<file path="src/rtl/pux_pkg.sv">
// pux_pkg: tags, FSM state encoding and default widths shared by the pux operand path and pux_si.
package pux_pkg;
    localparam int OPCW_DEF  = 8;
    localparam int DATAW_DEF = 16;
    localparam logic [1:0] TAG_OPC = 2'd0;
    localparam logic [1:0] TAG_A   = 2'd1;
    localparam logic [1:0] TAG_B   = 2'd2;
    localparam logic [1:0] TAG_M   = 2'd3;
    typedef enum logic [2:0] {ST_IDLE, ST_RD_A, ST_RD_B, ST_RD_M, ST_DRAIN} state_t;
endpackage

</file>
<file path="src/rtl/pux_sync_fifo.sv">
// pux_sync_fifo: small circular FIFO with occupancy count.
// Ports: aclk/aresetn clock and async active-low reset; push/push_data write side;
// pop read side; head is the oldest entry; count is the current occupancy.
module pux_sync_fifo #(
    parameter int W = 18,
    parameter int DEPTH = 3,
    localparam int PW = DEPTH > 1 ? $clog2(DEPTH) : 1,
    localparam int CW = $clog2(DEPTH + 1)
) (
    input  logic          aclk,
    input  logic          aresetn,
    input  logic          push,
    input  logic [W-1:0]  push_data,
    input  logic          pop,
    output logic [W-1:0]  head,
    output logic [CW-1:0] count
);
    logic [W-1:0]  mem [DEPTH];
    logic [PW-1:0] rd_ptr, wr_ptr;
    function automatic logic [PW-1:0] inc(input logic [PW-1:0] p);
        return p == PW'(DEPTH - 1) ? '0 : p + PW'(1);
    endfunction
    assign head = mem[rd_ptr];
    always_ff @(posedge aclk) begin
        if (push) mem[wr_ptr] <= push_data;
    end
    always_ff @(posedge aclk or negedge aresetn) begin
        if (!aresetn) begin
            rd_ptr <= '0;
            wr_ptr <= '0;
            count  <= '0;
        end else begin
            if (push) wr_ptr <= inc(wr_ptr);
            if (pop) rd_ptr <= inc(rd_ptr);
            count <= (push && !pop) ? count + CW'(1) : (pop && !push) ? count - CW'(1) : count;
        end
    end
endmodule

</file>
<file path="src/rtl/pux_operand_loader.sv">
// pux_operand_loader: fetches A/B/M operands from a sync RAM and streams them with the opcode to pux_si.
// Ports: aclk/aresetn clock and async active-low reset; cmd_* command handshake;
// mem_rd/mem_addr/mem_rdata operand RAM read port; axis_{opcode,abuff,bbuff,mbuff}_* output streams;
// stream_request/busy high while a command is in progress.
module pux_operand_loader
    import pux_pkg::*;
#(
    parameter int OPCW  = OPCW_DEF,
    parameter int DATAW = DATAW_DEF,
    parameter int ADDRW = 10,
    parameter int LENW  = 8
) (
    input  logic             aclk,
    input  logic             aresetn,
    input  logic [OPCW-1:0]  cmd_opcode,
    input  logic [LENW-1:0]  cmd_len,
    input  logic [ADDRW-1:0] cmd_abase,
    input  logic [ADDRW-1:0] cmd_bbase,
    input  logic [ADDRW-1:0] cmd_mbase,
    input  logic             cmd_valid,
    output logic             cmd_ready,
    output logic             mem_rd,
    output logic [ADDRW-1:0] mem_addr,
    input  logic [DATAW-1:0] mem_rdata,
    output logic [OPCW-1:0]  axis_opcode_data,
    output logic             axis_opcode_valid,
    input  logic             axis_opcode_ready,
    output logic [DATAW-1:0] axis_abuff_data,
    output logic             axis_abuff_valid,
    input  logic             axis_abuff_ready,
    output logic [DATAW-1:0] axis_bbuff_data,
    output logic             axis_bbuff_valid,
    input  logic             axis_bbuff_ready,
    output logic [DATAW-1:0] axis_mbuff_data,
    output logic             axis_mbuff_valid,
    input  logic             axis_mbuff_ready,
    output logic             stream_request,
    output logic             busy
);
    state_t           state_q, state_d;
    logic [LENW-1:0]  len_q, cnt_q;
    logic [ADDRW-1:0] abase_q, bbase_q, mbase_q, addr_q, base, addr_calc;
    logic             inflight_q;
    logic [1:0]       inflight_tag_q, cur_tag, head_tag, fifo_count;
    logic [DATAW+1:0] push_data, head;
    logic [DATAW-1:0] head_data;
    logic             accept, issue, last_word, push, pop, head_valid, drain_done;
    assign cmd_ready      = state_q == ST_IDLE;
    assign busy           = !cmd_ready;
    assign stream_request = busy;
    assign accept         = cmd_valid && cmd_ready;
    assign base    = state_q == ST_RD_A ? abase_q : state_q == ST_RD_B ? bbase_q : mbase_q;
    assign cur_tag = state_q == ST_RD_A ? TAG_A : state_q == ST_RD_B ? TAG_B : TAG_M;
    assign addr_calc = base + ADDRW'(cnt_q);
    // Issue only when the FIFO can absorb every word already requested plus this one.
    assign issue     = (state_q inside {ST_RD_A, ST_RD_B, ST_RD_M}) &&
                       ({1'b0, fifo_count} + {2'b0, inflight_q} <= 3'd2);
    assign mem_rd    = issue;
    assign mem_addr  = issue ? addr_calc : addr_q;
    assign last_word = cnt_q == len_q - LENW'(1);
    assign push      = accept || inflight_q;
    assign push_data = accept ? {TAG_OPC, DATAW'(cmd_opcode)} : {inflight_tag_q, mem_rdata};
    assign head_tag   = head[DATAW+1:DATAW];
    assign head_data  = head[DATAW-1:0];
    assign head_valid = fifo_count != 2'd0;
    assign axis_opcode_valid = head_valid && head_tag == TAG_OPC;
    assign axis_abuff_valid  = head_valid && head_tag == TAG_A;
    assign axis_bbuff_valid  = head_valid && head_tag == TAG_B;
    assign axis_mbuff_valid  = head_valid && head_tag == TAG_M;
    assign axis_opcode_data  = axis_opcode_valid ? head_data[OPCW-1:0] : '0;
    assign axis_abuff_data   = axis_abuff_valid ? head_data : '0;
    assign axis_bbuff_data   = axis_bbuff_valid ? head_data : '0;
    assign axis_mbuff_data   = axis_mbuff_valid ? head_data : '0;
    assign pop = (axis_opcode_valid && axis_opcode_ready) || (axis_abuff_valid && axis_abuff_ready) ||
                 (axis_bbuff_valid && axis_bbuff_ready) || (axis_mbuff_valid && axis_mbuff_ready);
    // Leave DRAIN as the last entry is handed off, so cmd_ready returns the cycle after it.
    assign drain_done = !inflight_q && fifo_count == {1'b0, pop};
    pux_sync_fifo #(.W(DATAW + 2), .DEPTH(3)) u_fifo (
        .aclk     (aclk),
        .aresetn  (aresetn),
        .push     (push),
        .push_data(push_data),
        .pop      (pop),
        .head     (head),
        .count    (fifo_count)
    );
    always_comb begin
        state_d = state_q;
        if (accept) state_d = cmd_len == '0 ? ST_DRAIN : ST_RD_A;
        else if (issue && last_word)
            state_d = state_q == ST_RD_A ? ST_RD_B : state_q == ST_RD_B ? ST_RD_M : ST_DRAIN;
        else if (state_q == ST_DRAIN && drain_done) state_d = ST_IDLE;
    end
    always_ff @(posedge aclk or negedge aresetn) begin
        if (!aresetn) begin
            state_q        <= ST_IDLE;
            len_q          <= '0;
            cnt_q          <= '0;
            abase_q        <= '0;
            bbase_q        <= '0;
            mbase_q        <= '0;
            addr_q         <= '0;
            inflight_q     <= 1'b0;
            inflight_tag_q <= TAG_OPC;
        end else begin
            state_q    <= state_d;
            inflight_q <= issue;
            if (accept) begin
                len_q   <= cmd_len;
                cnt_q   <= '0;
                abase_q <= cmd_abase;
                bbase_q <= cmd_bbase;
                mbase_q <= cmd_mbase;
            end
            if (issue) begin
                cnt_q          <= last_word ? '0 : cnt_q + LENW'(1);
                addr_q         <= addr_calc;
                inflight_tag_q <= cur_tag;
            end
        end
    end
endmodule

</file>
<file path="config.mk">
export PLATFORM = sky130hd
export DESIGN_NAME = pux_operand_loader
export DESIGN_NICKNAME = d
export VERILOG_FILES = /design/src/rtl/pux_pkg.sv /design/src/rtl/pux_sync_fifo.sv /design/src/rtl/pux_operand_loader.sv
export SDC_FILE = /design/constraint.sdc
export NUM_CORES = 1
export LEC_CHECK = 0
export BUFFER_PORTS_ARGS = -buffer_cell sky130_fd_sc_hd__buf_4
export CELL_PAD_IN_SITES_DETAIL_PLACEMENT = 0
export CELL_PAD_IN_SITES_GLOBAL_PLACEMENT = 1
export CORE_AREA = 2 2 115 140
export DETAILED_ROUTE_END_ITERATION = 8
export DIE_AREA = 0 0 117 142
export GPL_ROUTABILITY_DRIVEN = 0
export PLACE_DENSITY_LB_ADDON = 0.1
export SLEW_MARGIN = 30
export SYNTH_ARGS = -nofsm -noshare
export SYNTH_HDL_FRONTEND = slang
export SYNTH_HIERARCHICAL = 1
export SYNTH_SLANG_ARGS = --single-unit
export TNS_END_PERCENT = 30
</file>
<file path="constraint.sdc">
create_clock -name aclk -period 3.95 [get_ports aclk]
set_clock_uncertainty 0.05 [all_clocks]
set_input_delay 0.1975 -clock aclk [delete_from_list [all_inputs] [get_ports aclk]]
set_output_delay 0.1975 -clock aclk [all_outputs]
set_load 0.03 [all_outputs]
</file>
Yosys cells after proc, flatten, opt, wreduce, memory -nomap -nowiden
Memory sizes are Yosys's and may differ from the RTL's.
Index checks and enable logic that the tools add are counted.
{"block": "word_totals", "memories": 1, "reg_bits": 68, "ramBits": 54, "word_cells": 89, "inputBits": 69}
{"memory": "u_fifo.mem", "depth": 3, "word_bits": 18, "rd": 1, "rd_clocked_by_memory_dff": 0, "wr": 1, "line": "pux_sync_fifo.sv:18", "source": "logic [W-1:0] mem [DEPTH];"}
{"block": "classes", "n_eq_ne": 11, "n_addsub": 8, "mux": 25, "n_reduce_logical": 31, "n_lt_le_gt_ge": 1}
{"cell": "$mux 16", "n": 3}
{"cell": "$mux 8", "n": 4}
{"cell": "$mux 10", "n": 3}
{"cell": "$mux 18", "n": 1}
{"cell": "$mux 3", "n": 6}
{"cell": "$logic_and 1x1->1", "n": 15}
{"cell": "$add 10x8->10", "n": 1}
{"cell": "$mux 2", "n": 5}
{"cell": "$add 8x1->8 const B", "n": 1}
{"cell": "$eq 2x2->1 const B", "n": 4}
{"cell": "$eq 8x8->1", "n": 1}
{"cell": "$logic_not 8->1", "n": 1}
{"cell": "$sub 8x1->8 const B", "n": 1}
{"cell": "$add 2x1->2 const B", "n": 3}
{"cell": "$eq 3x2->1 const B", "n": 2}
{"cell": "$reduce_bool 2->1", "n": 3}
{"cell": "$reduce_bool 3->1", "n": 2}
{"cell": "$logic_not 1->1", "n": 4}
{"cell": "$logic_or 1x1->1", "n": 4}
{"cell": "$add 2x1->3", "n": 1}
{"cell": "$eq 3x1->1 const B", "n": 1}
{"cell": "$eq 3x3->1 const B", "n": 1}
{"cell": "$le 3x2->1 const B", "n": 1}
{"cell": "$logic_not 3->1", "n": 1}
{"cell": "other kinds (5)", "n": 7}

Logic depth before layout (Yosys ltp)
Gate-level depths: netlist of run 1.
An unclocked memory read counts as a cell.
{"block": "logic_depth", "depth_word": 13, "mapped_depth": 14, "mapped_depth_nobuf": 13}

Hierarchy
Netlist of run 1, hierarchy kept.
{"module": "pux_operand_loader", "instances": 1, "area_per_inst_um2": 4046.4, "seq_area_each_um2": 1551.5, "cells_each": 428}
{"module": "pux_sync_fifo", "instances": 1, "area_per_inst_um2": 2273.4, "seq_area_each_um2": 1771.7, "cells_each": 138}

Worst setup path after synthesis of run 1
OpenSTA, ideal clock, no wires.
{"block": "synth_path", "path_type": "reg-to-reg", "from": "register state_q[2]", "to": "memory u_fifo.mem[2][0] (enable)", "stages_incl_launch_ff": 10, "n_path_buf": 3, "t_arrival_ns": 3.266, "synth_period_minus_slack_ns": 3.735, "required_time_ns": 3.480, "setup_slack_ns": 0.215, "cell_sequence": "dfrtp_1 -> buf_4 -> or3_1 -> inv_2 -> and2_1 -> buf_4 -> buf_2 -> or2_2 -> inv_1 -> nor3b_1"}
{"block": "synth_between", "elab_chain_cells": 5}
{"element": "from (decl)", "line": "pux_operand_loader.sv:40", "source": "state_t state_q, state_d;"}
{"element": "from (signal assigned)", "line": "pux_operand_loader.sv:106", "source": "state_q <= state_d;"}
{"element": "$logic_not 3->1", "line": "pux_operand_loader.sv:48", "source": "assign cmd_ready = state_q == ST_IDLE;"}
{"element": "net cmd_ready", "line": "pux_operand_loader.sv:21", "source": "output logic cmd_ready,"}
{"element": "$logic_and 1x1->1", "line": "pux_operand_loader.sv:51", "source": "assign accept = cmd_valid && cmd_ready;"}
{"element": "$logic_or 1x1->1", "line": "pux_operand_loader.sv:61", "source": "assign push = accept || inflight_q;"}
{"element": "net push", "line": "pux_operand_loader.sv:47", "source": "logic accept, issue, last_word, push, pop, head_valid, drain_done;"}
{"element": "$mux 1", "line": "pux_sync_fifo.sv:25", "source": "if (push) mem[wr_ptr] <= push_data;"}
{"element": "$mux 1 (not written as such)", "line": "pux_sync_fifo.sv:25"}
{"element": "to (decl)", "line": "pux_sync_fifo.sv:18"}
The timed path passes the listed nets, and every way through them passes these cells.

Final worst setup path of run 1
{"block": "layout_path", "from": "register state_q[0]", "to": "output mem_addr[8]"}
{"block": "layout_between", "elab_chain_cells": 5, "elab_cells_between_ends": 9, "classes_between": "1 x add/sub; 3 x eq/ne; 3 x mux; 2 x reduce/logical"}
{"element": "$eq 3x2->1", "line": "pux_operand_loader.sv:52, pux_operand_loader.sv:56"}
{"element": "$mux 10 (2 in series)", "line": "pux_operand_loader.sv:52", "source": "assign base = state_q == ST_RD_A ? abase_q : state_q == ST_RD_B ? bbase_q : mbase_q;"}
{"element": "$add 10x8->10", "line": "pux_operand_loader.sv:54", "source": "assign addr_calc = base + ADDRW'(cnt_q);"}
{"element": "$mux 10 (*)"}
{"element": "to (decl)", "line": "pux_operand_loader.sv:23", "source": "output logic [ADDRW-1:0] mem_addr,"}
Every way passes the cells marked *; elsewhere a longest branch is shown, timed or not.

==> results.md, run 1 <==
- Post-synth top area share: 0.2693
- Cell Chain, Critical Path: nand2b_1 > a21o_1 > nand2_1 > o21ai_0 > ha_1 > inv_1 > fa_1 > nor2b_1 > o21ai_0 > a21o_1 > a31oi_1 > xor2_1 > o21ai_0 > buf_4
- Core Box Area: 15330 µm²
- CTS tree: done
- WP data arrival: 3.40 ns
- Crit-path slowest cell: dfrtp_2
- R2r endpoint: addr_q[8]
- CTS Buf Count: 17
- Worst slew pin tran: 0.7015 ns
- Initial antenna violation count: 0
- Max cap viols: 0
- Finished Core Util: 0.5609
- Post-Route WL: 14.87 mm
- Wire length per cell: 15.35 µm
- Yosys cell types: 58
- Most frequent cell after synthesis: nand2_1
- Clock Tree Root: clkbuf_16
- Footprint of the multi-input gates: 2759 µm²
- Worst Path Buf+Inv: 2
- Period minus WS final: 3.652 ns
- R2R Path Start: state_q[0]
- Commonest register cell after synthesis: dfrtp_1
- Relative slew slack: 0.5323
- Vias in the first global route: 4650
- Row cnt: 50
- Status: finished, final reports clean
- Seq/Total Area, Yosys: 0.5258
- Max Fclk: 273.9 MHz
- Fin crit share: 0.9245
- Hold/Removal Path Class: in2reg
- WHS: 0.06768 ns
- Via count: 4773
- Logic pwr share: 0.549
- Syn Nets: 650
- Final hold violation count: 0
- H-tree lvl count: 4
- Crit path capture type: primary output
- Most instantiated cells after synthesis: nand2_1 (74), dfrtp_1 (68), and2_1 (57), edfxtp_1 (54), mux2_2 (42)
- NumNets Final: 832
- Crit path max-delay family: compound AO/OA/AOI/OAI gates
- Req. time, crit path: 3.70 ns
- Ys async rst share: 0.5574
- Clk_lat worst skew: 0.41 ns
- Initial core utilization: 0.4123
- Synth warn: 6
- Cell Area, Synth: 6320 µm²
- FF/Latch Area: 3326 µm²
- Switching share of power: 0.4468
- Leak: 3.752 nW
- Final setup vio count: 0
- Largest stage delay on the critical path: 0.49 ns
- Unrepaired setup endpoints after global routing: false
- CTS clk-pin slew, worst paths: 0.06 ns
- PortBufs: 142
- CTS sink count: 122
- Yosys reg bits: 122
- Vias per inst: 4.926
- Ant diodes: 0
- Die Span Y: 142 µm
- Post-synth top area cell: dfrtp_1
- Number of synthesized flops with an enable pin: 54
- Crit path kind: reg2out
- ANT nets after route: 0
- Count of final max-slew check failures: 0
- Critical Path Sink: mem_addr[8]
- Avg Inst Size Synth: 11.17 µm²
- First-pass GRT wire length: 23.05 mm
- Area growth syn-to-layout: 36.03%
- Layout fillers: 1361
- Pin count of the biggest net entering global routing: 69
- Peak VDD IR: 882.4 µV
- Tot GR Track Use: 0.1833
- Die ar.: 16610 µm²
- Post-detail-place hpwl: 10.73 mm
- Ratio of cells with drive above 1 in the final layout: 0.3298
- Post-route DRC: 0
- Pwr/cell area: 1009 nW/µm²
- Maximum buffer depth of the clock tree: 2
- Ports: 143
- Die X: 117 µm
- GRT overflow: 0
- CP Max Fanout: 11
- Sw Pwr: 3.876 mW
- Clk pwr share: 0.187
- Synth area leaders: dfrtp_1 (27%), edfxtp_1 (26%), mux2_2 (7.5%), and2_1 (5.6%), nand2_1 (4.4%)
- Setup crit start: state_q[0]
- Synthesized instance count: 566
- Initial DRC Count: 187
- Min-Delay Path Depth: 2
- Setup bufs post-CTS: 0
- TritonRoute pass-1 iters: 5
- Reg-to-reg setup timing slack: 0.99 ns
- Worst setup SP type: flop
- Cell repeated most along the worst path: o21ai_0
- Setup TNS: 0 ns
- Sequential Power Share: 0.264
- Worst reg2reg path depth: 13
- Crit path depth: 14
- Internal Pwr Total: 4.800 mW
[cell usage in the layout, fill, tap and decap left out, drive strengths merged, types with 2 or more instances in the layout]
master	n
nor4	4
dfrtp	68
buf	152
nor2b	14
nand3	11
mux2	42
a22oi	7
xor2	8
o22ai	4
and2	57
nand4	2
o41a	2
a21oi	5
a21o	5
clkinvlp	2
o22a	4
nor3b	7
nor3	11
edfxtp	54
mux2i	19
nand2	74
xnor2	9
o21ai	50
o2111ai	2
o211ai	5
bufinv	3
dlygate4sd3	39
clkbuf	18
ha	14
clkinv	5
or2	5
o31ai	4
nand2b	5
inv	22
nor2	13
[how the worst min path moves through the flow]
stage | startpoint | endpoint | slack (ns)
final | cmd_opcode[0] | u_fifo/mem[2][0] | 0.07
after global routing | cmd_opcode[0] | u_fifo/mem[2][0] | 0.06
after CTS | cmd_opcode[0] | u_fifo/mem[0][0] | 0.05
after detailed placement | aresetn | addr_q[5] | 0.32
after global placement | aresetn | addr_q[5] | 0.31
after floorplan | aresetn | abase_q[0] | -0.15
[cell type report]
class	count	share of cell area
clock buffers	18	0.05108
clock inverters	14	0.02198
inverters	18	0.007859
multi-input cells	398	0.3209
flip-flops and latches	122	0.3868
well taps	208	0.03027
repair buffers	191	0.1811
[worst reg2reg max path: cells and delay by family, from the launching register on]
kind / cells / cell delay, ns
DFF: 1 / 0.49
buffers and inverters: 1 / 0.06
xor gates and xnor gates: 1 / 0.16
AOI/OAI and AO/OA: 6 / 0.99
and+or+nand+nor: 3 / 0.45
adders and majority gates: 2 / 0.61
[timing repair]
action,CTS,global route
endpoints found under the hold margin,106,0
hold buffers,39,0
endpoints found under the setup margin,0,2
gates resized for setup,0,4
[power by group through the flow]
stage,registers (mW),logic [mW],clock network (mW)
after floorplan,2.13,3.48,0
after global placement,2.30,4.69,0
after detailed placement,2.31,4.77,0
after CTS,2.29,4.81,1.66
after global routing,2.35,5.22,1.72
final,2.29,4.77,1.62
[metal layers]
metal | global-route usage | routed length (µm) | vias to the layer above
met5 | 0 | 0 | -
met4 | 0.05944 | 170 | 0
met3 | 0.03961 | 724 | 16
met2 | 0.3374 | 7902 | 153
met1 | 0.2081 | 6074 | 2245
li1 | - | - | 2359
[sequential cells by signal (all words and copies together), names as in the netlist]
signal,flops
u_fifo/mem,54
abase_q,10
addr_q,10
bbase_q,10
mbase_q,10
cnt_q,8
len_q,8
state_q,3
inflight_tag_q,2
u_fifo/count,2
u_fifo/rd_ptr,2
u_fifo/wr_ptr,2
inflight_q,1
[metrics by stage]
| step | area, µm² | cells | setup slack (ns) | power [mW] |
|---|---|---|---|---|
| finish | 8597 | 969 | 0.2984 | 8.675 |
| global route | 8597 | 969 | 0.01144 | 9.287 |
| CTS | 8564 | 968 | 0.04041 | 8.761 |
| detailed placement | 7546 | 897 | 0.5148 | 7.075 |
| global placement | 7546 | 897 | 0.6459 | 6.993 |
| floorplan | 6320 | 566 | 0.2145 | 5.608 |
[cells by family after synthesis]
group | share of synthesized area
adder cells (fa/ha/maj) | 0.03089
AND/OR/NAND/NOR | 0.1693
buffers and inverters | 0.04098
AO/OA/AOI/OAI | 0.09978
flip-flops | 0.5258
XOR/XNOR | 0.02475
multiplexers | 0.1085
Note: power is estimated with default switching activity, not from simulation.
==> run 2: changes to the inputs <==
- ABC_AREA: not set -> 1
- CORE_AREA: 2 2 115 140 -> 2 2 118 142
- DIE_AREA: 0 0 117 142 -> 0 0 120 144
==> run 2 against run 1 <==
Effect of this change: hold slack got worse by 0.027 ns; flip-flop and latch count unchanged; count of clock-buffer cells in the layout shrank 1; global-route usage up 0.58 points; setup slack better by 0.040 ns; area after synthesis down 1.1%; non-clock buffer count decreased by 7; critical path type unchanged; critical endpoint is now mem_addr[6]; largest cell class unchanged.
==> results.md, run 2 <==
- Most flops, register: u_fifo/mem
- Yosys reg bits: 122 (unchanged)
- Ratio of cells with drive above 1 in the final layout: 0.2069 (-0.1229)
- Crit-path slowest cell: fa_1
- Post-detail-place hpwl: 11.30 mm (+5.3%)
- Final hold violation count: 0 (unchanged)
- H-tree lvl count: 4 (unchanged)
- Die ar.: 17280 µm² (+4.0%)
- Cell Chain, Critical Path: inv_2 > nand3_2 > nand2_4 > nor2_1 > nor3_1 > inv_1 > fa_1 > nand3b_1 > nand2_1 > nand2_1 > nand2_1 > a21oi_1 > xor2_1 > o21ai_0 > buf_4
- Initial DRC Count: 279 (+49%)
- Status: finished, final reports clean
- Most frequent cells in the layout: nand2_1 (275), buf_4 (144), nor2_1 (98), inv_1 (79), dfrtp_1 (68)
- Count of final max-slew check failures: 0 (unchanged)
- WP data arrival: 3.36 ns (-0.04 ns)
- Max FFs per register: 54 (unchanged)
- Period minus WS final: 3.612 ns (-0.03982 ns)
- Non-filler cells, final: 1164 (+20%)
- Req. time, crit path: 3.70 ns (about the same)
- Hold/Removal Path Class: in2reg
- Setup TNS: 0 ns (unchanged)
- Initial core utilization: 0.3903 (-0.02204)
- Max cap viols: 0 (unchanged)
- Final setup vio count: 0 (unchanged)
- Post-Route WL: 15.96 mm (+7.3%)
- PortBufs: 142 (unchanged)
- Setup bufs post-CTS: 0 (unchanged)
- Most common cell after layout, fill and taps aside: nand2_1
- Ports: 143 (unchanged)
- Core Box Area: 16020 µm² (+4.5%)
- Row cnt: 51 (+2.0%)
- Post-synth top area share: 0.2722 (+0.002964)
- CP Max Fanout: 11 (unchanged)
- Ant diodes: 0 (unchanged)
- Clk pwr share: 0.243 (+0.056)
- Pwr/cell area: 724.5 nW/µm² (-28%)
- Post-route DRC: 0 (unchanged)
- Die Span Y: 144 µm (+1.4%)
- Ys async rst share: 0.5574 (unchanged)
- Most instantiated cells after synthesis: nand2_1 (277), nor2_1 (99), inv_1 (79), dfrtp_1 (68), edfxtp_1 (54)
- Syn Nets: 844 (+30%)
- Synthesized instance count: 760 (+34%)
- Cell Area, Synth: 6251 µm² (-1.1%)
- CTS clk-pin slew, worst paths: 0.05 ns (about the same)
- Number of synthesized flops with an enable pin: 54 (unchanged)
- Synth area leaders: dfrtp_1 (27%), edfxtp_1 (26%), nand2_1 (17%), nor2_1 (5.9%), inv_1 (4.7%)
- Peak VDD IR: 250.9 µV (-72%)
- Leak: 4.208 nW (+12%)
- Crit path capture type: primary output
- Post-synth top area cell: dfrtp_1
- Fin crit share: 0.9144 (-0.01008)
- ANT nets after route: 0 (unchanged)
- Initial antenna violation count: 0 (unchanged)
- Commonest register cell after synthesis: dfrtp_1
- Tot GR Track Use: 0.1891 (+0.005797)
- Sw Pwr: 2.669 mW (-31%)
- Tot Pwr: 6.110 mW (-30%)
- Cell repeated most along the worst path: nand2_1
- Clk_lat worst skew: 0.41 ns (about the same)
- First-pass GRT wire length: 25.47 mm (+11%)
- CTS Buf Count: 17 (unchanged)
- Synth warn: 6 (unchanged)
- Largest stage delay on the critical path: 0.43 ns (-0.06 ns)
- Placed Instances: 1093 (+22%)
- Clock Tree Root: clkbuf_16
- Worst setup SP type: flop
- Sequential Power Share: 0.293 (+0.029)
- GRT overflow: 0 (unchanged)
- Yosys cell types: 35 (-40%)
- Worst slew pin tran: 0.8902 ns (+0.1887 ns)
- Die X: 120 µm (+2.6%)
- Via count: 5501 (+15%)
- Unrepaired setup endpoints after global routing: false
- Final instance area: 8434 µm² (-1.9%)
- Most frequent cell after synthesis: nand2_1
- NumNets Final: 1023 (+23%)
- CTS tree: done
- TritonRoute pass-1 iters: 5 (unchanged)
- Maximum buffer depth of the clock tree: 2 (unchanged)
- Seq/Total Area, Yosys: 0.5316 (+0.005789)
- Avg Inst Size Synth: 8.225 µm² (-26%)
- Max Fclk: 276.9 MHz (+1.1%)
- Layout fillers: 1508 (+11%)
- Pin count of the biggest net entering global routing: 69 (unchanged)
- Crit path kind: reg2out
- Area growth syn-to-layout: 34.93%
- Vias per inst: 4.726 (-4.1%)
- Vias in the first global route: 5276 (+13%)
- Placed Instance Area: 7452 µm² (-1.2%)
- Relative slew slack: 0.4065 (-0.1257)
- Wire length per cell: 13.71 µm (-11%)
- Logic pwr share: 0.464 (-0.085)
- Switching share of power: 0.4368 (-0.009942)
- CTS sink count: 122 (unchanged)
- Internal Pwr Total: 3.441 mW (-28%)
[run 2: cell types whose count changed after synthesis, moves of 8 or more]
cell,change
mux2i_1,-19
o22ai_1,+9
nand4_1,+8
nor2b_1,-14
and2_1,-57
inv_1,+64
mux2_2,-42
nand2_1,+203
nand3_1,+32
o21ai_1,-16
nor2_1,+87
[run 2: path summary, 6_finish.rpt]
| check | startpoint | end | slack [ns] | depth (start not counted) |
|---|---|---|---|---|
| worst min register to register | bbase_q[9] | bbase_q[9] | 0.43 | 2 |
| worst max register to register | u_fifo/rd_ptr[1] | u_fifo/count[1] | 0.88 | 15 |
| worst max-delay path | state_q[2] | mem_addr[6] | 0.34 | 15 |
| min in group asynchronous | aresetn | abase_q[5] | 0.30 | 2 |
| max in group asynchronous | aresetn | cnt_q[2] | 3.09 | 2 |
| worst min-delay path | mem_rdata[12] | u_fifo/mem[2][12] | 0.04 | 3 |
[run 2: power by group through the flow]
stage	clock, mW	sequential [mW]	combinational [mW]
after floorplan	0	1.74	1.94
after global placement	0	1.81	2.77
after detailed placement	0	1.82	2.83
after CTS	1.52	1.79	2.87
after global routing	1.58	1.82	3.11
final	1.48	1.79	2.84
[run 2: per-layer routing]
| metal | part of all wire | up-vias | wire, µm | track usage |
|---|---|---|---|---|
| li1 | - | 2787 | - | - |
| met1 | 0.41 | 2555 | 6551 | 0.2109 |
| met2 | 0.53 | 144 | 8438 | 0.3609 |
| met3 | 0.050 | 15 | 794 | 0.03864 |
| met4 | 0.011 | 0 | 176 | 0.05573 |
| met5 | 0 | - | 0 | 0 |
[run 2: kinds of logic (layout without fill, tap and decap cells)]
kind of cell / after synthesis / in the layout / synth area share
xor+xnor: 11 / 11 / 0.01541
simple gates: 452 / 452 / 0.2974
compound gates: 53 / 53 / 0.04844
buf+inv: 107 / 299 / 0.07586
flops: 122 / 122 / 0.5316
fa+ha+maj: 15 / 15 / 0.03123
[run 2: worst max-delay path: cells and delay by family (launching register included)]
kind	cells	cell delay (ns)
AOI/OAI and AO/OA	2	0.36
xor gates and xnor gates	1	0.14
adders and majority gates	1	0.43
buffers and inverters	3	0.46
DFF	1	0.41
and+or+nand+nor	8	1.15
[run 2: final cells by class]
class,instances,area [µm²],area share
flip-flops and latches,122,3323,0.3940
multi-input cells,531,2476,0.2936
repair buffers,184,1483,0.1758
clock buffers,17,425.4,0.05044
inverters,83,311.5,0.03694
well taps,212,265.3,0.03145
clock inverters,15,150.1,0.01780
[run 2: what timing repair did]
item,in CTS,in global routing
hold buffers,39,0
setup endpoints to repair,1,2
gates resized for setup,1,2
endpoints found under the hold margin,106,0
[run 2: per-stage QoR]
stage	util	hold WS, ns	setup slack (ns)
floorplan	-	-0.1481	0.8580
global placement	0.4650	0.3181	0.5806
CTS	0.5257	0.02690	0.08153
global route	0.5266	0.03646	0.09817
finish	0.5266	0.04020	0.3382
detailed placement	0.4653	0.3329	0.4426
